<file path="src/rtl/mem_word_sequencer.sv">
// Word-to-byte memory sequencer: 4 little-endian byte beats per 32-bit request; MEM_WORD_SEQ_ALIGN_CHECK_EN also rejects unaligned addresses.
// Latency: write rsp at cycle 5, read at 6, reject at 1; rsp_ready low stalls in RESP with req_ready low.
module mem_word_sequencer #(
    parameter int MEM_BYTES = 16
) (
    input  logic        clk,
    input  logic        rst,
    input  logic        req_valid,
    output logic        req_ready,
    input  logic        req_wr,
    input  logic [31:0] req_addr,
    input  logic [31:0] req_wdata,
    output logic        rsp_valid,
    input  logic        rsp_ready,
    output logic [31:0] rsp_rdata,
    output logic        rsp_err,
    output logic        mem_wr,
    output logic        mem_rd,
    output logic [31:0] mem_addr,
    output logic [7:0]  mem_wdata,
    input  logic [7:0]  mem_rdata
);

    typedef enum logic [1:0] {
        IDLE  = 2'd0,
        ISSUE = 2'd1,
        DRAIN = 2'd2,
        RESP  = 2'd3
    } state_t;

    state_t      state, state_nxt;
    logic [1:0]  beat, beat_nxt;
    logic        wr_q, wr_nxt;
    logic [31:0] base_q, base_nxt;
    logic [31:0] wdata_q, wdata_nxt;
    logic [31:0] acc_q, acc_nxt;
    logic        ready_q, ready_nxt;
    logic        rsp_valid_nxt;
    logic [31:0] rsp_rdata_nxt;
    logic        rsp_err_nxt;
    logic        mem_wr_nxt;
    logic        mem_rd_nxt;
    logic [31:0] mem_addr_nxt;
    logic [7:0]  mem_wdata_nxt;

    // Beat selected for presentation on the memory port next cycle.
    logic        iss_en;
    logic        iss_wr;
    logic [31:0] iss_base;
    logic [31:0] iss_wdata;
    logic [1:0]  iss_idx;

    logic [1:0]  prev_idx;
    logic [32:0] last_byte;
    logic        out_of_range;
    logic        reject;

    // 33-bit sum so addresses near 2^32 cannot wrap back into range.
    assign last_byte    = {1'b0, req_addr} + 33'd3;
    assign out_of_range = last_byte >= 33'(MEM_BYTES);

`ifdef MEM_WORD_SEQ_ALIGN_CHECK_EN
    assign reject = out_of_range | (req_addr[1:0] != 2'b00);
`else
    assign reject = out_of_range;
`endif

    assign prev_idx  = beat - 2'd1;
    assign req_ready = ready_q & ~rst;

    always_ff @(posedge clk) begin
        if (rst) begin
            state <= IDLE;
        end else begin
            state <= state_nxt;
        end
    end

    always_comb begin
        state_nxt     = state;
        beat_nxt      = beat;
        wr_nxt        = wr_q;
        base_nxt      = base_q;
        wdata_nxt     = wdata_q;
        acc_nxt       = acc_q;
        ready_nxt     = 1'b0;
        rsp_valid_nxt = rsp_valid;
        rsp_rdata_nxt = rsp_rdata;
        rsp_err_nxt   = rsp_err;
        iss_en        = 1'b0;
        iss_wr        = wr_q;
        iss_base      = base_q;
        iss_wdata     = wdata_q;
        iss_idx       = beat;

        case (state)
            IDLE: begin
                ready_nxt = 1'b1;
                if (req_valid) begin
                    ready_nxt = 1'b0;
                    wr_nxt    = req_wr;
                    base_nxt  = req_addr;
                    wdata_nxt = req_wdata;
                    beat_nxt  = 2'd0;
                    acc_nxt   = 32'd0;
                    if (reject) begin
                        state_nxt     = RESP;
                        rsp_valid_nxt = 1'b1;
                        rsp_err_nxt   = 1'b1;
                        rsp_rdata_nxt = 32'd0;
                    end else begin
                        state_nxt = ISSUE;
                        iss_en    = 1'b1;
                        iss_wr    = req_wr;
                        iss_base  = req_addr;
                        iss_wdata = req_wdata;
                        iss_idx   = 2'd0;
                    end
                end
            end

            ISSUE: begin
                // Byte for the previous read beat arrives this cycle.
                if (!wr_q && beat != 2'd0) begin
                    acc_nxt[{prev_idx, 3'b000} +: 8] = mem_rdata;
                end
                if (beat == 2'd3) begin
                    if (wr_q) begin
                        state_nxt     = RESP;
                        rsp_valid_nxt = 1'b1;
                        rsp_err_nxt   = 1'b0;
                        rsp_rdata_nxt = 32'd0;
                    end else begin
                        state_nxt = DRAIN;
                    end
                end else begin
                    beat_nxt = beat + 2'd1;
                    iss_en   = 1'b1;
                    iss_idx  = beat + 2'd1;
                end
            end

            DRAIN: begin
                state_nxt     = RESP;
                rsp_valid_nxt = 1'b1;
                rsp_err_nxt   = 1'b0;
                rsp_rdata_nxt = {mem_rdata, acc_q[23:0]};
            end

            RESP: begin
                if (rsp_ready) begin
                    state_nxt     = IDLE;
                    ready_nxt     = 1'b1;
                    rsp_valid_nxt = 1'b0;
                    rsp_err_nxt   = 1'b0;
                    rsp_rdata_nxt = 32'd0;
                end
            end

            default: begin
                state_nxt = IDLE;
                ready_nxt = 1'b1;
            end
        endcase
    end

    always_comb begin
        mem_wr_nxt    = 1'b0;
        mem_rd_nxt    = 1'b0;
        mem_addr_nxt  = 32'd0;
        mem_wdata_nxt = 8'd0;
        if (iss_en) begin
            mem_wr_nxt   = iss_wr;
            mem_rd_nxt   = ~iss_wr;
            mem_addr_nxt = iss_base + {30'd0, iss_idx};
            if (iss_wr) begin
                mem_wdata_nxt = iss_wdata[{iss_idx, 3'b000} +: 8];
            end
        end
    end

    always_ff @(posedge clk) begin
        if (rst) begin
            beat      <= 2'd0;
            wr_q      <= 1'b0;
            base_q    <= 32'd0;
            wdata_q   <= 32'd0;
            acc_q     <= 32'd0;
            ready_q   <= 1'b1;
            rsp_valid <= 1'b0;
            rsp_rdata <= 32'd0;
            rsp_err   <= 1'b0;
            mem_wr    <= 1'b0;
            mem_rd    <= 1'b0;
            mem_addr  <= 32'd0;
            mem_wdata <= 8'd0;
        end else begin
            beat      <= beat_nxt;
            wr_q      <= wr_nxt;
            base_q    <= base_nxt;
            wdata_q   <= wdata_nxt;
            acc_q     <= acc_nxt;
            ready_q   <= ready_nxt;
            rsp_valid <= rsp_valid_nxt;
            rsp_rdata <= rsp_rdata_nxt;
            rsp_err   <= rsp_err_nxt;
            mem_wr    <= mem_wr_nxt;
            mem_rd    <= mem_rd_nxt;
            mem_addr  <= mem_addr_nxt;
            mem_wdata <= mem_wdata_nxt;
        end
    end

endmodule

</file>
<file path="config.mk">
export PLATFORM = sky130hd
export DESIGN_NAME = mem_word_sequencer
export DESIGN_NICKNAME = d
export VERILOG_FILES = /design/src/rtl/mem_word_sequencer.sv
export SDC_FILE = /design/constraint.sdc
export NUM_CORES = 1
export LEC_CHECK = 0
export CORE_UTILIZATION = 52
export DETAILED_ROUTE_END_ITERATION = 16
export MAX_ROUTING_LAYER = met4
export PLACE_DENSITY = 0.81
export SLEW_MARGIN = 20
export SYNTH_ARGS = -nofsm -noshare
export SYNTH_HDL_FRONTEND = slang
export SYNTH_SLANG_ARGS = --single-unit
export TNS_END_PERCENT = 50
</file>
<file path="constraint.sdc">
create_clock -name clk -period 6.25 [get_ports clk]
set_clock_uncertainty 0.1 [all_clocks]
set_input_delay 0.625 -clock clk [delete_from_list [all_inputs] [get_ports clk]]
set_output_delay 0.625 -clock clk [all_outputs]
set_load 0.02 [all_outputs]
</file>
-- Word level (Yosys, flattened, before mapping)
Index checks and enable logic that the tools add are counted.
- reductions and logical operators: 12
- shifts and indexed selects: 3
- mux-type cells: 47
- equality and inequality tests: 10
- add/sub/neg operators: 5
- order comparisons: 1
- bitwise operators: 4
- operators with widths (cell ; number):
    $mux W32 ; 13
    $pmux W32 S4 ; 1
    $pmux W32 S2 ; 1
    $add A32 B2 Y33 const B ; 1
    $ge A33 B5 Y1 const B ; 1
    $add A32 B2 Y32 ; 1
    $bwmux W32 ; 1
    $shift A8 B7 Y32 const A ; 1
    $shiftx A32 B6 Y8 ; 1
    $shiftx A8 B7 Y32 ; 1
    $mux W1 ; 16
    $mux W2 ; 8
    $ne A2 B2 Y1 const B ; 6
    $pmux W1 S4 ; 2
    $pmux W2 S2 ; 2
    $pmux W2 S4 ; 1
    $neg A5 Y7 ; 1
    $eq A2 B2 Y1 const B ; 3
    $reduce_and A3 Y1 ; 2
    $reduce_and A5 Y1 ; 1
    $pmux W1 S2 ; 2
    $reduce_and A2 Y1 ; 2
    $reduce_bool A2 Y1 ; 2
    $not A1 Y1 ; 3
    other kinds (9) ; 9
- input port bits: 77
- output and inout port bits: 77
- register bits after elaboration: 178

-- Depth between registers and ports, before layout
Gate-level depths: netlist (run 1).
- depth after elaboration: 7
- depth in mapped cells: 18

-- Least setup slack after synthesis (run 1)
Ideal clock, no wire load.
- kind: input port to flip-flop
- from: input req_addr[21]
- to: register mem_addr[24]
- data required time: 6022 ps
- data arrival time: 4453 ps
- slack: 1569 ps
- stages on the path: 17
- buffers on the path: 4
- cells stage by stage: clkbuf_1 nand4_1 nor4_1 nand2_1 xnor2_1 a211o_2 nor3_2 clkbuf_1 buf_1 mux2_2 ha_1 fa_1 nand4_1 clkbuf_1 nor4b_1 xnor2_1 nor2_1
- cells in the longest elaborated chain, start to end: 7
- elaborated cells between the ends (all ways): 14
- those cells by class: add/sub (2); order compare (1); mux (9); bitwise (1); reduce/logical (1)
- RTL lines (item ; line ; RTL):
    start, declared ; 11 ; input logic [31:0] req_addr,
    parallel branches: the longest is 7 deep, another holds $add A32 B2 Y33 ; - ;
    end signal, assigned ; 209 ; mem_addr <= mem_addr_nxt;
    end, declared ; 19 ; output logic [31:0] mem_addr,
Several ways; the timed one is not identified.
A chain may end at the register's enable or synchronous reset.

-- Worst setup path after layout (run 1)
- from: input req_addr[3]
- to: register mem_addr[24]
The elaborated chain is that of the path after synthesis.

==> reports/metrics.sh, run 1 <==
PLACE.PORT_BUFFERS=153
MAXSLEWHEADROOM_PCT=26.2
ROUTER_ITERATIONS_BEFORE_ANTENNA_REPAIR=5
CTS_TREE='done'
CTS.PATH.MAX_BUFFERS=2
SETUP_TNS_NS=0
CTS-HTREE-LEVELS=4
SETUP_SLACK_NS=0.963
TRITONCTS.NUM_BUFFERS=17
WORSTHOLDPATHTYPE='flip-flop to flip-flop'
FINISH.INSTANCE_AREA_SQ_MM=0.00980
ASYNCSETRESETFLOPFRACSYNTH_PCT=0
WL_MET2_UM=9460
GRT_ANTENNA_BEFORE_REPAIR=1
ALL_LAYER_GR_USAGE_PCT=27.1
SYNTHESIS.INSTANCES=927
MAXSLEWVIOLCOUNT=0
DETAIL_ROUTE.WL_PER_CELL_UM=15.5
RUN_STATUS='finished clean'
WORST-PATH-MAX-FANOUT=35
DIE-HEIGHT_UM=122
DR.FIRST_ITER.DRC_COUNT=607
SYNTH_SEQ_AREA_SHARE_PCT=45.2
P_PER_AREA_mW_PER_MM2=339
VIAS=6974
DPL_CELL_AREA_SQ_MM=0.00914
FLOORPLAN.INITIALDENSITY_PCT=53.8
FINAL_ANTENNA_NET_COUNT=0
POST_CTS_HOLD_BUFFER_COUNT=0
SYN_AVG_CELL_AREA_SQ_UM=8.13
PATH_CELLS='clkdlybuf4s50_1 > o211ai_1 > nor4_2 > nand4_1 > a211o_1 > a211o_2 > nor3_4 > buf_4 > mux2_2 > ha_1 > fa_1 > nand4_1 > nor4b_1 > xnor2_1 > nor2_1'
IRDROPWORSTVDD_mV=0.222
FINALHOLDVIOLCOUNT=0
CLOCKROOTBUFFER='clkbuf_16'
GRT_REMAINING_OVERFLOW=0
FINAL.PERIOD_UTILIZATION_PCT=84.6
FF_LATCH_AREA_SQ_MM=0.00340
WORST_PATH_DOMINANT_CELL_FAMILY='simple AND/OR/NAND/NOR gates'
CRITPATHKIND='input port to flip-flop'
FINALSETUPVIOLATIONS=0
CRIT_PATH_FREQUENT_CELL='nand4_1'
NUMBER_OF_GLOBAL_ROUTE_VIAS_BEFORE_REPAIR=6459
GRT_FIRST_PASS_WIRELENGTH_UM=30900
SYNTH_FF_TYPE='dfxtp_1'
POST_CTS_RESIZE_COUNT=0
WORSTPATHARRIVAL_NS=5.48
ROUTED-WL-MET3_UM=1070
ROW_COUNT=43
CLOCK-SINKS=170
CRITICAL_PATH.MAX_STAGE_DELAY_NS=0.56
YS.WARNINGS.COUNT=0
DETAIL_PLACEMENT_HPWL_UM=13000
CRITICAL_PATH_REQUIRED_NS=6.45
DIE_WIDTH_UM=122
SYN-CELL-AREA_SQ_MM=0.00753
DETAIL_ROUTE.DRC_VIOLATIONS=0
SYNTH_ENABLE_FLOP_CELLS=0
ROUTED_METAL_1_WIRELENGTH_UM=8410
CTS_CLK_PIN_SLEW_WORST_PATHS_NS=0.06
FLOORPLAN.CORE_AREA_SQ_MM=0.0140
NUM-FILL-CELLS=1146
YOSYS_REGISTER_BITS=170
AREA.GROWTH.SYNTH_TO_FINAL_PCT=30.1
ROUTED_WL_UM=19300
CELLLEAKAGEPOWER_nW=3.24
CRIT_SLOWEST_CELL='clkdlybuf4s50_1'
INSERTION_DELAY_OF_THE_LATER_CLOCKED_PIN_IN_THE_WORST_SKEW_PAIR_NS=0.43
CRITPATHCAPTURETYPE='flip-flop'
FINISH.NET_COUNT=1138
MULTI_INPUT_COMB_AREA_SQ_MM=0.00388
TOP_LAYER_USED='met4'
CRITICAL_PATH.STARTPOINT_TYPE='input port'
HOLDWS_NS=0.350
CTS_POST_SETUP_BUFFERS_INSERTED=0
DRT-VIAS-PER-INSTANCE=5.61
YOSYSUNIQUECELLTYPES=58
DIE-AREA_SQ_MM=0.0150
MAXIMUM_NUMBER_OF_PINS_ON_ONE_NET_BEFORE_GLOBAL_ROUTE_REPAIR=95
DPL_WORST_SLACK_NS=0.579
CRITICAL_PATH.N_BUFFERS_INVERTERS=2
TIMING.FMAX_MHz=189
LAYOUT_MIN_CYCLE_TIME_NS=5.29
FINALWEIGHTEDCONGESTION=0.927
CAP_VIOL_MAX_COUNT=0
SETUP_REPAIR_AFTER_GLOBAL_ROUTING_MISSED_ITS_MARGIN='no'
IOS=154
SHARE_OF_CELLS_ABOVE_DRIVE_STRENGTH_1_PCT=6.50
MAPPEDNETLISTNETS=1015
WORST_SLEW_PIN_SLEW_NS=1.11
registers in the layout, indices dropped and copies added (netlist names):
signal	count
rsp_rdata	32
rsp_valid	1
mem_wr	1
rsp_err	1
mem_rd	1
acc_q	24
wdata_q	32
base_q	32
beat	2
wr_q	1
ready_q	1
mem_wdata	8
state	2
mem_addr	32
layer usage:
layer	global-route usage (%)	vias to the layer above
met2	42.7	219
li1	-	3438
met3	5.67	39
met1	34.0	3278
met5	-	-
met4	9.98	0
cell usage after synthesis (2+ instances only):
| master | count | area, sq um |
|---|---|---|
| buf_1 | 12 | 45.0 |
| clkbuf_1 | 41 | 154 |
| a21o_1 | 3 | 22.5 |
| a22oi_1 | 9 | 67.6 |
| nor3_1 | 11 | 55.1 |
| o21ai_0 | 7 | 35.0 |
| nor4b_1 | 6 | 52.6 |
| a211oi_1 | 11 | 82.6 |
| xnor2_1 | 27 | 236 |
| or3_2 | 2 | 15.0 |
| xor2_1 | 7 | 61.3 |
| nand2b_1 | 4 | 25.0 |
| a211o_1 | 10 | 87.6 |
| mux2i_1 | 20 | 200 |
| and4_1 | 3 | 26.3 |
| or3_1 | 5 | 31.3 |
| nor2_1 | 55 | 206 |
| o211ai_1 | 9 | 67.6 |
| nand2_1 | 214 | 803 |
| inv_1 | 16 | 60.1 |
| nand3_1 | 58 | 290 |
| nor4_1 | 13 | 81.3 |
| ha_1 | 10 | 125 |
| dfxtp_1 | 170 | 3400 |
| nand4_1 | 13 | 81.3 |
| a21boi_0 | 9 | 67.6 |
| nor3b_1 | 3 | 22.5 |
| mux2_2 | 10 | 113 |
| nor2b_1 | 11 | 68.8 |
| and2_1 | 4 | 25.0 |
| o21ai_1 | 2 | 10.0 |
| a21oi_1 | 126 | 631 |
placed cells by master, fill, tap and decap left out, drive strengths merged, types with 7 or more instances in the layout:
master / instances
nand2: 214
dfxtp: 170
clkdlybuf4s50: 152
a21oi: 126
nand3: 58
nor2: 55
xnor2: 27
mux2i: 20
clkbuf: 20
inv: 16
nand4: 15
nor4: 15
nor3: 12
a211oi: 11
nor2b: 11
a211o: 11
mux2: 10
ha: 10
o211ai: 9
a22oi: 9
a21boi: 9
o21ai: 9
buf: 8
or3: 8
xor2: 7
area by class of cell:
cell class / count / share of cell area [%]
inverters: 16 / 0.613
flip-flops and latches: 170 / 34.7
repair buffers: 160 / 16.1
multi-input cells: 685 / 39.6
diodes: 1 / 0.0255
clock buffers: 20 / 4.56
clock inverters: 11 / 1.99
well taps: 180 / 2.30
path summary, 6_finish.rpt:
check              start  cells past startpoint  slack, ns            to
max          req_addr[3]                     15       0.96  mem_addr[24]
max reg2reg     state[0]                     12       2.18  mem_addr[24]
min          wdata_q[22]                      2       0.35   wdata_q[22]
min reg2reg  wdata_q[22]                      2       0.35   wdata_q[22]
worst min-delay path, cell delays in order (launching register included):
cell     delay (ns)
dfxtp_1        0.30
nand2_1        0.05
a21oi_1        0.05
power breakdown:
part	total, mW	switching (mW)	internal [mW]
logic	0.894	0.591	0.303
clock network	1.14	0.422	0.718
registers	1.28	0.0888	1.20
stage by stage:
stage	total power [mW]	util, %	std cells
finish	3.32	70.0	1243
CTS	3.33	69.9	1242
global route	3.49	70.0	1243
floorplan	1.90	-	927
global placement	2.18	65.3	1211
detailed placement	2.19	65.3	1211
cell families (layout without fill, tap and decap cells):
kind of cell | Yosys count | in the layout | share of synthesized area (%)
AOI/OAI and AO/OA | 196 | 196 | 15.3
xor gates and xnor gates | 34 | 34 | 3.95
adders and majority gates | 11 | 11 | 1.93
buffers and inverters | 72 | 207 | 3.84
DFF | 170 | 170 | 45.2
muxes | 30 | 30 | 4.15
other | 0 | 1 | 0
and+or+nand+nor | 414 | 414 | 25.6
Power figures use the tool's default switching activity.
==> run 2, diff against run 1 <==
--- a/config.mk
+++ b/config.mk
@@ -5,10 +5,10 @@
 export SDC_FILE = /design/constraint.sdc
 export NUM_CORES = 1
 export LEC_CHECK = 0
-export CORE_UTILIZATION = 52
+export CORE_UTILIZATION = 47
 export DETAILED_ROUTE_END_ITERATION = 16
 export MAX_ROUTING_LAYER = met4
-export PLACE_DENSITY = 0.81
+export PLACE_DENSITY = 0.77
 export SLEW_MARGIN = 20
 export SYNTH_ARGS = -nofsm -noshare
 export SYNTH_HDL_FRONTEND = slang
==> constraint.sdc (replaced) <==
create_clock -name clk -period 4.45 [get_ports clk]
set_clock_uncertainty 0.1 [all_clocks]
set_input_delay 0.445 -clock clk [delete_from_list [all_inputs] [get_ports clk]]
set_output_delay 0.445 -clock clk [all_outputs]
set_load 0.02 [all_outputs]
==> run 2 against run 1 <==
Compared with the run above:
- utilization fell by 4.6 points
- setup slack got worse by 0.62 ns
- register-to-register slack worse by 1.3 ns
- power rose by 42%
- critical path depth up 1
- critical endpoint is now mem_addr[12]
==> reports/metrics.sh, run 2 (synthesis results as in run 1) <==
RUN_STATUS='finished clean'  # unchanged
POST_CTS_RESIZE_COUNT=0  # unchanged
NUMBER_OF_GLOBAL_ROUTE_VIAS_BEFORE_REPAIR=6578  # was 6459
FINAL.PERIOD_UTILIZATION_PCT=92.4
TIMING.FMAX_MHz=243
FIN_CELLS=1308  # was 1243
FINALSETUPVIOLATIONS=0  # unchanged
MULTI_INPUT_COMB_AREA_SQ_MM=0.00387  # was 0.00388 sq mm
TOTAL_INTERNAL_POWER_mW=3.14  # was 2.22 mW
FINALWEIGHTEDCONGESTION=0.852  # was 0.927
CRITPATHCAPTURETYPE='flip-flop'  # unchanged
WORSTPATHARRIVAL_NS=4.31  # was 5.48 ns
TRITONCTS.NUM_BUFFERS=17  # unchanged
FINALHOLDVIOLCOUNT=0  # unchanged
INSERTION_DELAY_OF_THE_LATER_CLOCKED_PIN_IN_THE_WORST_SKEW_PAIR_NS=0.43  # about the same
VIAS=7111  # was 6974
AREA.GROWTH.SYNTH_TO_FINAL_PCT=34.0  # was 30.1%
CTS_TREE='done'  # unchanged
P_PER_AREA_mW_PER_MM2=468  # was 339 mW/mm^2
PLACE.PORT_BUFFERS=153  # unchanged
HOLDWS_NS=0.351  # was 0.350 ns
DIE-HEIGHT_UM=129  # was 122 um
HP-START='rsp_rdata[28]'  # was wdata_q[22]
MAXIMUM_NUMBER_OF_PINS_ON_ONE_NET_BEFORE_GLOBAL_ROUTE_REPAIR=88  # was 95
MAXSLEWVIOLCOUNT=0  # unchanged
CLOCKROOTBUFFER='clkbuf_16'  # unchanged
SETUP_REPAIR_AFTER_GLOBAL_ROUTING_MISSED_ITS_MARGIN='no'  # unchanged
DR.FIRST_ITER.DRC_COUNT=490  # was 607
WORST_SLEW_PIN_SLEW_NS=1.02  # was 1.11 ns
DIE_WIDTH_UM=129  # was 122 um
IOS=154  # unchanged
ROW_COUNT=45  # was 43
DIE-AREA_SQ_MM=0.0165  # was 0.0150 sq mm
FINAL_ANTENNA_NET_COUNT=0  # unchanged
POST_CTS_HOLD_BUFFER_COUNT=0  # unchanged
P_SEQ_SHARE_PCT=38.1  # was 38.7%
WORSTREG2REGSTART='base_q[6]'  # was state[0]
FINALCOREUTILIZATION_PCT=65.4  # was 70.0%
CAP_VIOL_MAX_COUNT=0  # unchanged
CRITICAL_PATH_REQUIRED_NS=4.65  # was 6.45 ns
NUM-FILL-CELLS=1338  # was 1146
FLOORPLAN.CORE_AREA_SQ_MM=0.0154  # was 0.0140 sq mm
DETAIL_ROUTE.DRC_VIOLATIONS=0  # unchanged
POWER.SWITCHING_mW=1.58  # was 1.10 mW
CTS_POST_SETUP_BUFFERS_INSERTED=0  # unchanged
CTS.PATH.MAX_BUFFERS=2  # unchanged
FINAL_COMMON_CELL='nand2_1'  # unchanged
GRT_REMAINING_OVERFLOW=0  # unchanged
CRITPATHKIND='input port to flip-flop'  # unchanged
ROUTED_WL_UM=20000  # was 19300 um
FLOORPLAN.INITIALDENSITY_PCT=48.8  # was 53.8%
PLACE.DETAILED.INSTANCES=1276  # was 1211
SHARE_OF_CELLS_ABOVE_DRIVE_STRENGTH_1_PCT=9.48  # was 6.50%
R2R-END='mem_addr[31]'  # was mem_addr[24]
POWER.CLOCK.FRACTION_PCT=34.2  # was 34.4%
MAXSLEWHEADROOM_PCT=32.2  # was 26.2%
DETAIL_PLACEMENT_HPWL_UM=13200  # was 13000 um
POWER_FRAC_COMB_PCT=27.7  # was 27.0%
WORST-PATH-MAX-FANOUT=11  # was 35
FF_LATCH_AREA_SQ_MM=0.00340  # unchanged
GRT_FIRST_PASS_WIRELENGTH_UM=32400  # was 30900 um
CELLLEAKAGEPOWER_nW=3.40  # was 3.24 nW
LAYOUT_COMMON_CELLS='nand2_1, dfxtp_1, clkdlybuf4s50_1, a21oi_1, nand3_1'  # unchanged
LAYOUT_MIN_CYCLE_TIME_NS=4.11
REG2REG_SLACK_NS=0.93  # was 2.18 ns
ALL_LAYER_GR_USAGE_PCT=25.5  # was 27.1%
CTS-HTREE-LEVELS=4  # unchanged
HOLD-PATH-ENDPOINT='rsp_rdata[28]'  # was wdata_q[22]
DRT-VIAS-PER-INSTANCE=5.44  # was 5.61
CTS_CLK_PIN_SLEW_WORST_PATHS_NS=0.07  # was 0.06 ns
IRDROPWORSTVDD_mV=0.348  # was 0.222 mV
WORSTHOLDPATHTYPE='flip-flop to flip-flop'  # unchanged
HOLD_PATH_DEPTH=2  # unchanged
GRT_ANTENNA_BEFORE_REPAIR=0  # was 1
ROUTER_ITERATIONS_BEFORE_ANTENNA_REPAIR=5  # unchanged
DETAIL_ROUTE.WL_PER_CELL_UM=15.3  # was 15.5 um
CRITICAL_PATH.STARTPOINT_TYPE='input port'  # unchanged
CLOCK-SINKS=170  # unchanged
POWER.SWITCHING_FRACTION_PCT=33.5  # was 33.2%
INSERTEDDIODECOUNT=0  # was 1
WORSTREGTOREGCELLS=9  # was 12
FINISH.NET_COUNT=1172  # was 1138
run 2: cell type report:
| type | count | share of cell area [%] |
|---|---|---|
| inverter | 16 | 0.595 |
| tap | 211 | 2.62 |
| clock buffer | 22 | 4.80 |
| timing repair buffer | 194 | 18.3 |
| sequential | 170 | 33.7 |
| multi-input combinational | 685 | 38.3 |
| clock inverter | 10 | 1.61 |
run 2: critical path, cell delays in order:
cell,delay [ns]
clkdlybuf4s50_1,0.48
nand4_1,0.22
nor4_1,0.47
o21ai_0,0.15
a211o_1,0.28
a211o_2,0.30
nor3_4,0.26
buf_4,0.15
mux2_2,0.32
ha_1,0.22
fa_1,0.42
nand4_1,0.16
buf_12,0.15
nor4b_1,0.06
xnor2_1,0.16
nor2_1,0.05
run 2: metal layers:
layer  part of all wire [%]  vias to the layer above  global-route usage [%]
li1                       -                     3513                       -
met1                     46                     3353                    32.3
met2                     47                      214                    40.6
met3                    4.9                       31                    4.45
met4                    2.1                        0                    9.90
met5                      0                        -                       -
run 2: power groups by stage:
stage	registers (mW)	clock network [mW]	logic [mW]
floorplan	1.85	0	0.823
finish	1.80	1.61	1.31
global route	1.82	1.70	1.45
global placement	1.83	0	1.28
detailed placement	1.83	0	1.29
CTS	1.80	1.63	1.30
run 2: worst max path at each step:
stage                       from            to  slack, ns  depth (start not counted)
detailed placement  req_addr[12]  mem_addr[12]      -0.06                         16
floorplan           req_addr[21]  mem_addr[24]       0.05                         17
global route        req_addr[12]  mem_addr[10]       0.09                         16
global placement    req_addr[13]  mem_addr[26]       0.05                         16
CTS                 req_addr[13]  mem_addr[12]       0.35                         16
finish              req_addr[12]  mem_addr[12]       0.34                         16
run 2: through the flow:
stage | worst slack [ns] | total power, mW | setup TNS [ns] | area, sq um
floorplan | 0.0477 | 2.67 | 0 | 7530
global placement | 0.0504 | 3.10 | 0 | 9440
detailed placement | -0.0562 | 3.12 | -0.335 | 9450
CTS | 0.350 | 4.73 | 0 | 10100
global route | 0.0904 | 4.96 | 0 | 10100
finish | 0.339 | 4.72 | 0 | 10100
==> run 3, diff against run 2 <==
--- a/config.mk
+++ b/config.mk
@@ -5,6 +5,8 @@
 export SDC_FILE = /design/constraint.sdc
 export NUM_CORES = 1
 export LEC_CHECK = 0
+export CAP_MARGIN = 20
+export CORE_ASPECT_RATIO = 0.9
 export CORE_UTILIZATION = 47
 export DETAILED_ROUTE_END_ITERATION = 16
 export MAX_ROUTING_LAYER = met4
==> run 3 against run 2 <==
Compared with the run above:
- sequential share of layout area grew 0.30 points
- final cell count shrank 0.99%
- sequential power is essentially flat
- clock-buffer cell count shrank 2
- first-iteration DRC count shrank 6.5%
- sequential cell count is the same
- fmax grew 0.86%
- worst hold slack lost 0.0012 ns
- utilization shrank 1.1 points
- highest routed layer unchanged
==> reports/metrics.sh, run 3 (synthesis results as in run 1) <==
WORSTHOLDPATHTYPE='flip-flop to flip-flop'  # unchanged
USE_MET2_PCT=39.4  # was 40.6%
DETAIL_ROUTE.WL_PER_CELL_UM=15.2  # was 15.3 um
P_PER_AREA_mW_PER_MM2=455  # was 468 mW/mm^2
POST_CTS_RESIZE_COUNT=0  # unchanged
IRDROPWORSTVDD_mV=0.330  # was 0.348 mV
MAXIMUM_NUMBER_OF_PINS_ON_ONE_NET_BEFORE_GLOBAL_ROUTE_REPAIR=74  # was 88
FINISH.NET_COUNT=1169  # was 1172
GRT_REMAINING_OVERFLOW=0  # unchanged
CTS_POST_SETUP_BUFFERS_INSERTED=0  # unchanged
DETAIL_PLACEMENT_HPWL_UM=13100  # was 13200 um
GRT_ANTENNA_BEFORE_REPAIR=0  # unchanged
ROUTER_ITERATIONS_BEFORE_ANTENNA_REPAIR=5  # unchanged
MULTI_INPUT_COMB_AREA_SQ_MM=0.00387  # unchanged
WORSTPATHARRIVAL_NS=4.33  # was 4.31 ns
MAXSLEWHEADROOM_PCT=30.6  # was 32.2%
HP-START='wdata_q[21]'  # was rsp_rdata[28]
REG2REG_SLACK_NS=0.93  # about the same
NUMBER_OF_GLOBAL_ROUTE_VIAS_BEFORE_REPAIR=6493  # was 6578
DIE_WIDTH_UM=135  # was 129 um
INSERTION_DELAY_OF_THE_LATER_CLOCKED_PIN_IN_THE_WORST_SKEW_PAIR_NS=0.43  # about the same
WORST_SLEW_PIN_SLEW_NS=1.04  # was 1.02 ns
DRT-VIAS-PER-INSTANCE=5.41  # was 5.44
TRITONCTS.NUM_BUFFERS=17  # unchanged
ALL_LAYER_GR_USAGE_PCT=25.3  # was 25.5%
HOLD_PATH_DEPTH=2  # unchanged
R2R-END='mem_addr[31]'  # unchanged
NUM-FILL-CELLS=1341  # was 1338
VIAS=7006  # was 7111
CRITICAL_PATH_REQUIRED_NS=4.71  # was 4.65 ns
WORSTREGTOREGCELLS=9  # unchanged
DPL_CELL_AREA_SQ_MM=0.00943  # was 0.00945 sq mm
DIE-HEIGHT_UM=122  # was 129 um
SETUP_SLACK_NS=0.374  # was 0.339 ns
DIE-AREA_SQ_MM=0.0165  # about the same
REPORT.POWER.TOTAL_mW=4.55  # was 4.72 mW
FINALWEIGHTEDCONGESTION=0.927  # was 0.852
ROW_COUNT=43  # was 45
CLOCKROOTBUFFER='clkbuf_16'  # unchanged
CELLLEAKAGEPOWER_nW=3.37  # was 3.40 nW
GROUTE.LAYER.MET3.USAGE_PCT=5.24  # was 4.45%
MAXSLEWVIOLCOUNT=0  # unchanged
CTS_TREE='done'  # unchanged
DPL_WORST_SLACK_NS=-0.0556  # was -0.0562 ns
FINALHOLDVIOLCOUNT=0  # unchanged
CAP_VIOL_MAX_COUNT=0  # unchanged
FINISH.INSTANCE_AREA_SQ_MM=0.0100  # was 0.0101 sq mm
WORSTREG2REGSTART='base_q[5]'  # was base_q[6]
CRITPATHKIND='input port to flip-flop'  # unchanged
FINAL.PERIOD_UTILIZATION_PCT=91.6  # was 92.4%
POST_CTS_HOLD_BUFFER_COUNT=0  # unchanged
FINALSETUPVIOLATIONS=0  # unchanged
LAYOUT_COMMON_CELLS='nand2_1, dfxtp_1, clkdlybuf4s50_1, a21oi_1, nand3_1'  # unchanged
ROUTED_WL_UM=19700  # was 20000 um
WORST-PATH-MAX-FANOUT=16  # was 11
INSERTEDDIODECOUNT=0  # unchanged
FLOORPLAN.CORE_AREA_SQ_MM=0.0155  # was 0.0154 sq mm
GRT_FIRST_PASS_WIRELENGTH_UM=31900  # was 32400 um
CTS_CLK_PIN_SLEW_WORST_PATHS_NS=0.06  # was 0.07 ns
PLACE.PORT_BUFFERS=153  # unchanged
LAYOUT_MIN_CYCLE_TIME_NS=4.08  # was 4.11 ns
GRTUSAGEMET1_PCT=32.5  # was 32.3%
GLOBALROUTE.BUSIESTLAYER='met2'  # unchanged
FLOORPLAN.INITIALDENSITY_PCT=48.4  # was 48.8%
CLOCK-SINKS=170  # unchanged
CRITPATHCAPTURETYPE='flip-flop'  # unchanged
RUN_STATUS='finished clean'  # unchanged
HOLDWS_NS=0.349  # was 0.351 ns
SHARE_OF_CELLS_ABOVE_DRIVE_STRENGTH_1_PCT=9.15  # was 9.48%
DR.FIRST_ITER.DRC_COUNT=458  # was 490
FINAL_ANTENNA_NET_COUNT=0  # unchanged
AREA.GROWTH.SYNTH_TO_FINAL_PCT=32.8  # was 34.0%
SETUP_REPAIR_AFTER_GLOBAL_ROUTING_MISSED_ITS_MARGIN='no'  # unchanged
FF_LATCH_AREA_SQ_MM=0.00340  # unchanged
IOS=154  # unchanged
CRITICAL_PATH.STARTPOINT_TYPE='input port'  # unchanged
FINAL_COMMON_CELL='nand2_1'  # unchanged
TIMING.FMAX_MHz=245  # was 243 MHz
FINALCOREUTILIZATION_PCT=64.3  # was 65.4%
CTS.PATH.MAX_BUFFERS=2  # unchanged
DETAIL_ROUTE.DRC_VIOLATIONS=0  # unchanged
HOLD-PATH-ENDPOINT='wdata_q[21]'  # was rsp_rdata[28]
CTS-HTREE-LEVELS=4  # unchanged
-- run 3: final cells by class --
class	instances	area share [%]
multi-input cells	685	38.7
flip-flops and latches	170	34.0
repair buffers	191	18.4
clock buffers	20	4.57
well taps	202	2.53
clock inverters	11	1.21
inverters	16	0.600
-- run 3: worst max-delay path by stage --
stage | from | cells past startpoint | end | slack [ns]
2_1_floorplan | req_addr[21] | 17 | mem_addr[24] | 0.05
3_3_place_gp | req_addr[0] | 14 | mem_addr[31] | 0.03
3_5_place_dp | req_addr[0] | 15 | mem_addr[31] | -0.06
4_1_cts | req_addr[0] | 15 | mem_addr[31] | 0.36
5_1_grt | req_addr[2] | 16 | mem_addr[31] | 0.07
6_report | req_addr[0] | 14 | mem_addr[31] | 0.37
-- run 3: where the power goes --
part,internal [mW],switching (mW)
Sequential,1.68,0.120
Clock,0.852,0.611
Combinational,0.448,0.843
-- run 3: metal layers --
metal	vias to the layer above	wire length, um
met2	217	9050
met3	27	1080
met1	3257	9180
met4	0	374
met5	-	0
li1	3505	-
-- run 3: through the flow --
stage	std cells	setup TNS, ns
after floorplan	927	0
after global placement	1264	0
after detailed placement	1264	-0.0866
after CTS	1295	0
after global routing	1295	0
final	1295	0
-- run 3: critical path: stages --
cell	delay, ns
clkdlybuf4s50_1	0.47
o211ai_1	0.19
nor4_2	0.40
nand4_1	0.16
a211o_1	0.32
a211o_2	0.31
nor3_4	0.30
mux2_2	0.39
ha_1	0.27
a21o_2	0.12
nand4_1	0.14
buf_12	0.19
or4_1	0.46
a21oi_1	0.15
